$ cat config.mk
export PLATFORM = sky130hd
export DESIGN_NAME = stage_fetch_flat
export DESIGN_NICKNAME = d
export VERILOG_FILES = /design/src/rtl/stage_fetch_if.sv /design/src/rtl/stage_fetch.sv /design/src/flat_wrapper.sv
export SDC_FILE = /design/constraint.sdc
export NUM_CORES = 1
export LEC_CHECK = 0
export ABC_CLOCK_PERIOD_IN_PS = 12510
export CAP_MARGIN = 5
export CORE_MARGIN = 8
export CORE_UTILIZATION = 55
export CTS_CLUSTER_SIZE = 20
export DETAILED_ROUTE_END_ITERATION = 12
export MAX_ROUTING_LAYER = met4
export PLACE_DENSITY = 0.94
export SYNTH_ARGS = -nofsm -noshare
export SYNTH_HDL_FRONTEND = slang
export SYNTH_SLANG_ARGS = --single-unit
$ cat constraint.sdc
create_clock -name clk -period 12.51 [get_ports clk]
set_input_delay 3.1275 -clock clk [delete_from_list [all_inputs] [get_ports clk]]
set_output_delay 3.1275 -clock clk [all_outputs]
set_load 0.01 [all_outputs]
$ cat src/rtl/stage_fetch_if.sv
// -----------------------------------------------------------------------------
// stage_fetch_if
//   Bundles the fetch stage's two handshakes. The instruction-bus side covers
//   mem_req/mem_addr/mem_ready/mem_rvalid/mem_rdata. The decode side covers
//   pc_out/instr/instr_valid/stall/discard. It also carries the redirect from
//   execute.
//
//   modport master : the fetch stage (drives mem_req, mem_addr, pc_out,
//                    instr, instr_valid; samples everything else)
//   modport slave  : the environment around it (memory, decode, execute)
// -----------------------------------------------------------------------------
interface stage_fetch_if;
   // instruction bus
   logic        mem_req;
   logic [31:0] mem_addr;
   logic        mem_ready;
   logic        mem_rvalid;
   logic [31:0] mem_rdata;
   // decode side
   logic        stall;
   logic        discard;
   logic [31:0] pc_out;
   logic [31:0] instr;
   logic        instr_valid;
   // execute side
   logic        redirect_valid;
   logic [31:0] redirect_target;

   modport master (
      output mem_req, mem_addr, pc_out, instr, instr_valid,
      input  mem_ready, mem_rvalid, mem_rdata, stall, discard,
             redirect_valid, redirect_target
   );

   modport slave (
      input  mem_req, mem_addr, pc_out, instr, instr_valid,
      output mem_ready, mem_rvalid, mem_rdata, stall, discard,
             redirect_valid, redirect_target
   );
endinterface

$ cat src/rtl/stage_fetch.sv
// -----------------------------------------------------------------------------
// stage_fetch
//   Instruction fetch stage. Each in-order word read on the instruction bus is
//   issued and given an entry in a small in-order buffer, which records the PC
//   for that request. The stage presents the head entry to decode once its data
//   has returned, and holds it while decode stalls. On discard, all fetched and
//   in-flight work is dropped, and the stage waits for execute's redirect. On a
//   redirect, fetch restarts at the target.
//
//   Parameters
//     RESET_PC : fetch address after reset
//     DEPTH    : buffer entries (power of two, >= 2); this bounds the number of
//                outstanding plus buffered fetches
//   Ports
//     clk, rst : clock; asynchronous active-high reset
//     fe       : stage_fetch_if.master (instruction bus, decode and redirect)
// -----------------------------------------------------------------------------
module stage_fetch #(
   parameter logic [31:0] RESET_PC = 32'h0000_0000,
   parameter int          DEPTH    = 2
) (
   input  logic           clk,
   input  logic           rst,
   stage_fetch_if.master  fe
);

   localparam int PW = $clog2(DEPTH);

   // The pointers carry one extra bit so that a full buffer and an empty
   // buffer are distinguishable. The drop counter has the same width.
   typedef logic [PW:0]   ptr_t;
   typedef logic [PW-1:0] idx_t;

   typedef enum logic {
      ST_RUN,
      ST_WAIT_REDIRECT
   } state_t;

   state_t          state_q,    state_d;
   logic [31:0]     fetch_pc_q, fetch_pc_d;
   ptr_t            alloc_q,    alloc_d;
   ptr_t            fill_q,     fill_d;
   ptr_t            head_q,     head_d;
   ptr_t            drop_q,     drop_d;
   logic [31:0]     ent_pc_q     [DEPTH];
   logic [31:0]     ent_pc_d     [DEPTH];
   logic [31:0]     ent_data_q   [DEPTH];
   logic [31:0]     ent_data_d   [DEPTH];
   logic [DEPTH-1:0] ent_filled_q, ent_filled_d;

   ptr_t occupancy;
   idx_t alloc_idx, fill_idx, head_idx;
   logic issue_en, accept, resp_keep, resp_drop, present, pop, flush;

   assign occupancy = alloc_q - head_q;
   assign alloc_idx = alloc_q[PW-1:0];
   assign fill_idx  = fill_q[PW-1:0];
   assign head_idx  = head_q[PW-1:0];

   // Occupancy counts in-flight entries as well as filled ones, so the bus can
   // never return more words than the buffer has room for.
   assign issue_en  = (state_q == ST_RUN) && (occupancy < ptr_t'(DEPTH)) &&
                      !fe.discard && !fe.redirect_valid;
   // Mask the request while reset is held, so that the bus sees nothing.
   assign fe.mem_req  = issue_en && !rst;
   assign fe.mem_addr = fetch_pc_q;
   assign accept      = fe.mem_req && fe.mem_ready;

   assign resp_keep = fe.mem_rvalid && (drop_q == '0);
   assign resp_drop = fe.mem_rvalid && (drop_q != '0);

   assign present        = ent_filled_q[head_idx] && (state_q == ST_RUN) && !fe.discard;
   assign fe.instr_valid = present;
   assign fe.pc_out      = ent_pc_q[head_idx];
   assign fe.instr       = ent_data_q[head_idx];
   assign pop            = present && !fe.stall;

   // A discard in RUN flushes the buffer. A redirect flushes from any state.
   assign flush = fe.redirect_valid || ((state_q == ST_RUN) && fe.discard);

   // NOTE: every *_d is given its hold value before any branch; a path that
   // leaves a combinational output unassigned would infer a latch.
   always_comb begin
      state_d      = state_q;
      fetch_pc_d   = fetch_pc_q;
      alloc_d      = alloc_q;
      fill_d       = fill_q;
      head_d       = head_q;
      drop_d       = drop_q;
      ent_pc_d     = ent_pc_q;
      ent_data_d   = ent_data_q;
      ent_filled_d = ent_filled_q;

      if (accept) begin
         ent_pc_d[alloc_idx]     = fetch_pc_q;
         ent_filled_d[alloc_idx] = 1'b0;
         alloc_d                 = alloc_q + ptr_t'(1);
         fetch_pc_d              = fetch_pc_q + 32'd4;
      end

      if (resp_keep) begin
         ent_data_d[fill_idx]   = fe.mem_rdata;
         ent_filled_d[fill_idx] = 1'b1;
         fill_d                 = fill_q + ptr_t'(1);
      end

      if (resp_drop)
         drop_d = drop_q - ptr_t'(1);

      // Clear the filled bit on pop. Otherwise, a stale entry could be
      // presented again when the head wraps onto it before it is reallocated.
      if (pop) begin
         ent_filled_d[head_idx] = 1'b0;
         head_d                 = head_q + ptr_t'(1);
      end

      unique case (state_q)
         ST_RUN:           if (fe.discard && !fe.redirect_valid) state_d = ST_WAIT_REDIRECT;
         ST_WAIT_REDIRECT: ;
         default:          state_d = ST_RUN;
      endcase

      if (flush) begin
         ent_filled_d = '0;
         head_d       = alloc_d;
         fill_d       = alloc_d;
         // Every bus word that is still owed becomes a drop. These are the
         // unfilled entries, plus anything accepted now. A response that
         // arrives in this cycle is one of those words, so it is subtracted
         // from the count. This holds whether it would have been kept or
         // dropped.
         drop_d = drop_q + ptr_t'(alloc_q - fill_q) + ptr_t'(accept)
                  - ptr_t'(fe.mem_rvalid);
      end

      if (fe.redirect_valid) begin
         fetch_pc_d = {fe.redirect_target[31:2], 2'b00};
         state_d    = ST_RUN;
      end
   end

   // NOTE: state is updated only with non-blocking assignments, so that every
   // register samples the pre-edge values regardless of evaluation order.
   // NOTE: the buffer entries are reset as well. The buffer is tiny, and
   // clearing it makes pc_out/instr read zero out of reset without extra muxing.
   always_ff @(posedge clk or posedge rst) begin
      if (rst) begin
         state_q      <= ST_RUN;
         fetch_pc_q   <= RESET_PC;
         alloc_q      <= '0;
         fill_q       <= '0;
         head_q       <= '0;
         drop_q       <= '0;
         ent_pc_q     <= '{default: '0};
         ent_data_q   <= '{default: '0};
         ent_filled_q <= '0;
      end else begin
         state_q      <= state_d;
         fetch_pc_q   <= fetch_pc_d;
         alloc_q      <= alloc_d;
         fill_q       <= fill_d;
         head_q       <= head_d;
         drop_q       <= drop_d;
         ent_pc_q     <= ent_pc_d;
         ent_data_q   <= ent_data_d;
         ent_filled_q <= ent_filled_d;
      end
   end

endmodule

$ cat src/flat_wrapper.sv
// flat-port wrapper written by rule: the top's interface ports become plain ports
module stage_fetch_flat 
#(
   parameter logic [31:0] RESET_PC = 32'h0000_0000,
   parameter int          DEPTH    = 2
)
  (clk, rst, fe_mem_req, fe_mem_addr, fe_pc_out, fe_instr, fe_instr_valid, fe_mem_ready, fe_mem_rvalid, fe_mem_rdata, fe_stall, fe_discard, fe_redirect_valid, fe_redirect_target);
  stage_fetch_if fe_i ();
  input  logic clk;
  input  logic rst;
  output wire logic [$bits(fe_i.mem_req)-1:0] fe_mem_req;
  output wire logic [$bits(fe_i.mem_addr)-1:0] fe_mem_addr;
  output wire logic [$bits(fe_i.pc_out)-1:0] fe_pc_out;
  output wire logic [$bits(fe_i.instr)-1:0] fe_instr;
  output wire logic [$bits(fe_i.instr_valid)-1:0] fe_instr_valid;
  input wire logic [$bits(fe_i.mem_ready)-1:0] fe_mem_ready;
  input wire logic [$bits(fe_i.mem_rvalid)-1:0] fe_mem_rvalid;
  input wire logic [$bits(fe_i.mem_rdata)-1:0] fe_mem_rdata;
  input wire logic [$bits(fe_i.stall)-1:0] fe_stall;
  input wire logic [$bits(fe_i.discard)-1:0] fe_discard;
  input wire logic [$bits(fe_i.redirect_valid)-1:0] fe_redirect_valid;
  input wire logic [$bits(fe_i.redirect_target)-1:0] fe_redirect_target;
  assign fe_mem_req = fe_i.mem_req;
  assign fe_mem_addr = fe_i.mem_addr;
  assign fe_pc_out = fe_i.pc_out;
  assign fe_instr = fe_i.instr;
  assign fe_instr_valid = fe_i.instr_valid;
  assign fe_i.mem_ready = fe_mem_ready;
  assign fe_i.mem_rvalid = fe_mem_rvalid;
  assign fe_i.mem_rdata = fe_mem_rdata;
  assign fe_i.stall = fe_stall;
  assign fe_i.discard = fe_discard;
  assign fe_i.redirect_valid = fe_redirect_valid;
  assign fe_i.redirect_target = fe_redirect_target;
  stage_fetch #(.RESET_PC(RESET_PC), .DEPTH(DEPTH)) u_core (.clk(clk), .rst(rst), .fe(fe_i));
endmodule
==> out/results.ini <==
[setup_path]
path_class=in -> out
cp_max_fo=7
r2r_end=u_core.drop_q[1]$_DFFE_PP0P_
worstPathArrival_ns=4.78
critPathCapture=fe_mem_req
critPathLaunch=fe_discard
r2r_slack_ns=8.66
end_kind=primary output
start_kind=input port
reg2reg_depth=12
r2r_start=u_core.alloc_q[1]$_DFF_PP0_
cp.required_ns=9.38

[global_route]
busiest_layer=met2
antenna_found_initial=0
grt_max_degree=106
grt_use_met2_pct=35.1
met3_usage_pct=8.17
first_global_vias=6210
grt-ovfl-total=0
grt_use_met1_pct=26.5
grt_pass1_wl_mm=31.9
grtUsageTotal_pct=22.6

[sta]
worst-slew-pin-transition_ns=0.969
fin_tns_setup_ns=0
period_minus_slack_ns=7.90
slew-limit-headroom_pct=35.3
finalHoldViolations=0
max_freq_mhz=127
setup_viol_count_final=0
skew_ns=0.00792
rsz0062_at_grt=no
timing.final.crit_share_pct=63.2
slew_viol_final=0

[yosys]
ys_warn_count=0
post-synth-top-count-cell=mux2_2
netlist_area_um2=7930
yosysTopAreaCell=dfrtp_1
synth_top_area_share_pct=52.1
yosys-top-cells-count=mux2_2, dfrtp_1, nand2_1
synth_seq_area_share_pct=52.1
synth_ff_type=dfrtp_1
synthCells=622
synth_edf_count=0
syn_area_per_cell_um2=12.8
synth-seq-cells=165
synthArstFlopShare_pct=100
synth.distinct_cells=54
yosys-top-cells-area=dfrtp_1, mux2_2, nand2_1

[detailed_routing]
via_per_inst=5.99
drt_iter0_markers=631
drc=0
antenna_left=0
via_count=5805
wirelength_mm=20.0
dr.pass1.iters=5
wl_per_cell_um=20.6

[power]
intPower_uw=1640
p_seq_share_pct=36.1
total_power_uw=2380
ir_drop_v=0.000151
leakage_uw=0.00434
power_density_nw_per_um2=232
swShare_pct=31.0
p_switching_uw=738
clockPowerShare_pct=22.2
power_frac_comb_pct=41.7

[cts]
post_cts_buffers=0
clock-sinks=165
cts_buffers=17
cts_max_level=4
cts_hold_buf=0
worstSkewPairLatency_ns=0.42
root_buffer=clkbuf_16
cts_tree=yes
clock_path_buffers=2
path_clk_slew_ns=0.06
cts_resized=0

[die]
fp.dieH_um=136
num_io_pins=169
rows=44
initial_utilization_pct=55.4
die_area_um2=18500
die_x_um=136
coreArea_um2=14300

[placed_design]
hpwl_mm=13.8
dp_cells=938
place_congestion=0.838
port_buffers=162
dpl-instance-area_um2=9680

[run]
drv_cap=0

[final_layout]
final.fill_count=948
final_cell_area_um2=10300
layout-drive-gt1-share_pct=30.3
fin_nets=851
multi_input_area_um2=3570
diodes=0
areaGrowthSynthToFinish_pct=29.5
final_cells=969
seqCellArea_um2=4130

[min_path]
min_path_type=reg -> reg

[run_status]
status=completed

worst min path at each step:
stage          slack (ns)  cells after the start                           endpoint                              start
2_1_floorplan        0.47                      1   u_core.ent_data_q[0]$_DFFE_PP0P_   u_core.ent_data_q[0]$_DFFE_PP0P_
5_1_grt              0.51                      1  u_core.ent_data_q[19]$_DFFE_PP0P_  u_core.ent_data_q[19]$_DFFE_PP0P_
6_report             0.50                      1  u_core.ent_data_q[19]$_DFFE_PP0P_  u_core.ent_data_q[19]$_DFFE_PP0P_
3_5_place_dp         0.49                      1  u_core.ent_data_q[19]$_DFFE_PP0P_  u_core.ent_data_q[19]$_DFFE_PP0P_
4_1_cts              0.51                      1  u_core.ent_data_q[19]$_DFFE_PP0P_  u_core.ent_data_q[19]$_DFFE_PP0P_
3_3_place_gp         0.48                      1  u_core.ent_data_q[15]$_DFFE_PP0P_  u_core.ent_data_q[15]$_DFFE_PP0P_
registers in the layout (all words and copies together) (netlist names):
name and cells:
u_core.fill_q 2, u_core.ent_data_q 64, u_core.head_q 2, u_core.drop_q 2, u_core.ent_filled_q 2, u_core.state_q 1, u_core.ent_pc_q 60, u_core.fe.mem_addr 30
u_core.alloc_q 2
logic make-up (layout without fill, tap and decap cells):
family / after synthesis / count (layout) / share of synthesized area (%)
AO/OA/AOI/OAI: 63 / 63 / 5.85
AND/OR/NAND/NOR: 124 / 124 / 8.97
flip-flops: 165 / 165 / 52.1
multiplexers: 188 / 188 / 26.7
XOR/XNOR: 16 / 16 / 1.86
other: 1 / 4 / 0.0473
adder cells (fa/ha/maj): 7 / 7 / 1.39
buffers and inverters: 58 / 218 / 3.15
metal layers:
layer,vias up,share of wire [%]
met2,288,49
li1,2580,-
met1,2898,40
met5,-,0
met4,0,1.6
met3,39,10
stage by stage:
step                hold slack, ns  utilization (%)  setup WS, ns
CTS                          0.505             71.8          4.60
floorplan                    0.474                -          4.92
detailed placement           0.491             67.6          4.60
global route                 0.510             71.8          4.55
finish                       0.502             71.8          4.61
global placement             0.481             67.6          4.63
area by class of cell:
| class | instances | area share [%] |
|---|---|---|
| Tap cell | 184 | 2.24 |
| Multi-Input combinational cell | 402 | 34.7 |
| Timing Repair Buffer | 169 | 16.3 |
| Clock inverter | 12 | 1.50 |
| Inverter | 18 | 0.706 |
| Sequential cell | 165 | 40.2 |
| Clock buffer | 19 | 4.31 |
power groups by stage:
stage | sequential, µW | clock, µW | combinational (µW)
floorplan | 829 | 0 | 592
global placement | 840 | 0 | 965
detailed placement | 865 | 0 | 998
CTS | 856 | 537 | 1010
global route | 883 | 563 | 1070
finish | 859 | 528 | 993
cells in the final DEF (no fill, tap or decap), drive strengths merged, types with 4 or more instances in the layout:
master / instances
dfrtp: 165
nand4: 13
or3: 4
o21ai: 9
xor2: 5
inv: 20
a31oi: 5
clkinv: 4
nand3: 22
buf: 7
clkdlybuf4s50: 162
o211ai: 10
a21oi: 8
nand2: 37
xnor2: 11
mux2: 187
nor3: 9
conb: 4
ha: 4
o311ai: 19
nor2b: 5
clkbuf: 19
nor2: 12
nor4: 6
critical path, cell delays in order:
cell and delay, ns:
clkdlybuf4s50_1 0.47, or2_1 0.34, nor4_1 0.26, clkdlybuf4s50_1 0.59
Power figures use the tool's default switching activity.
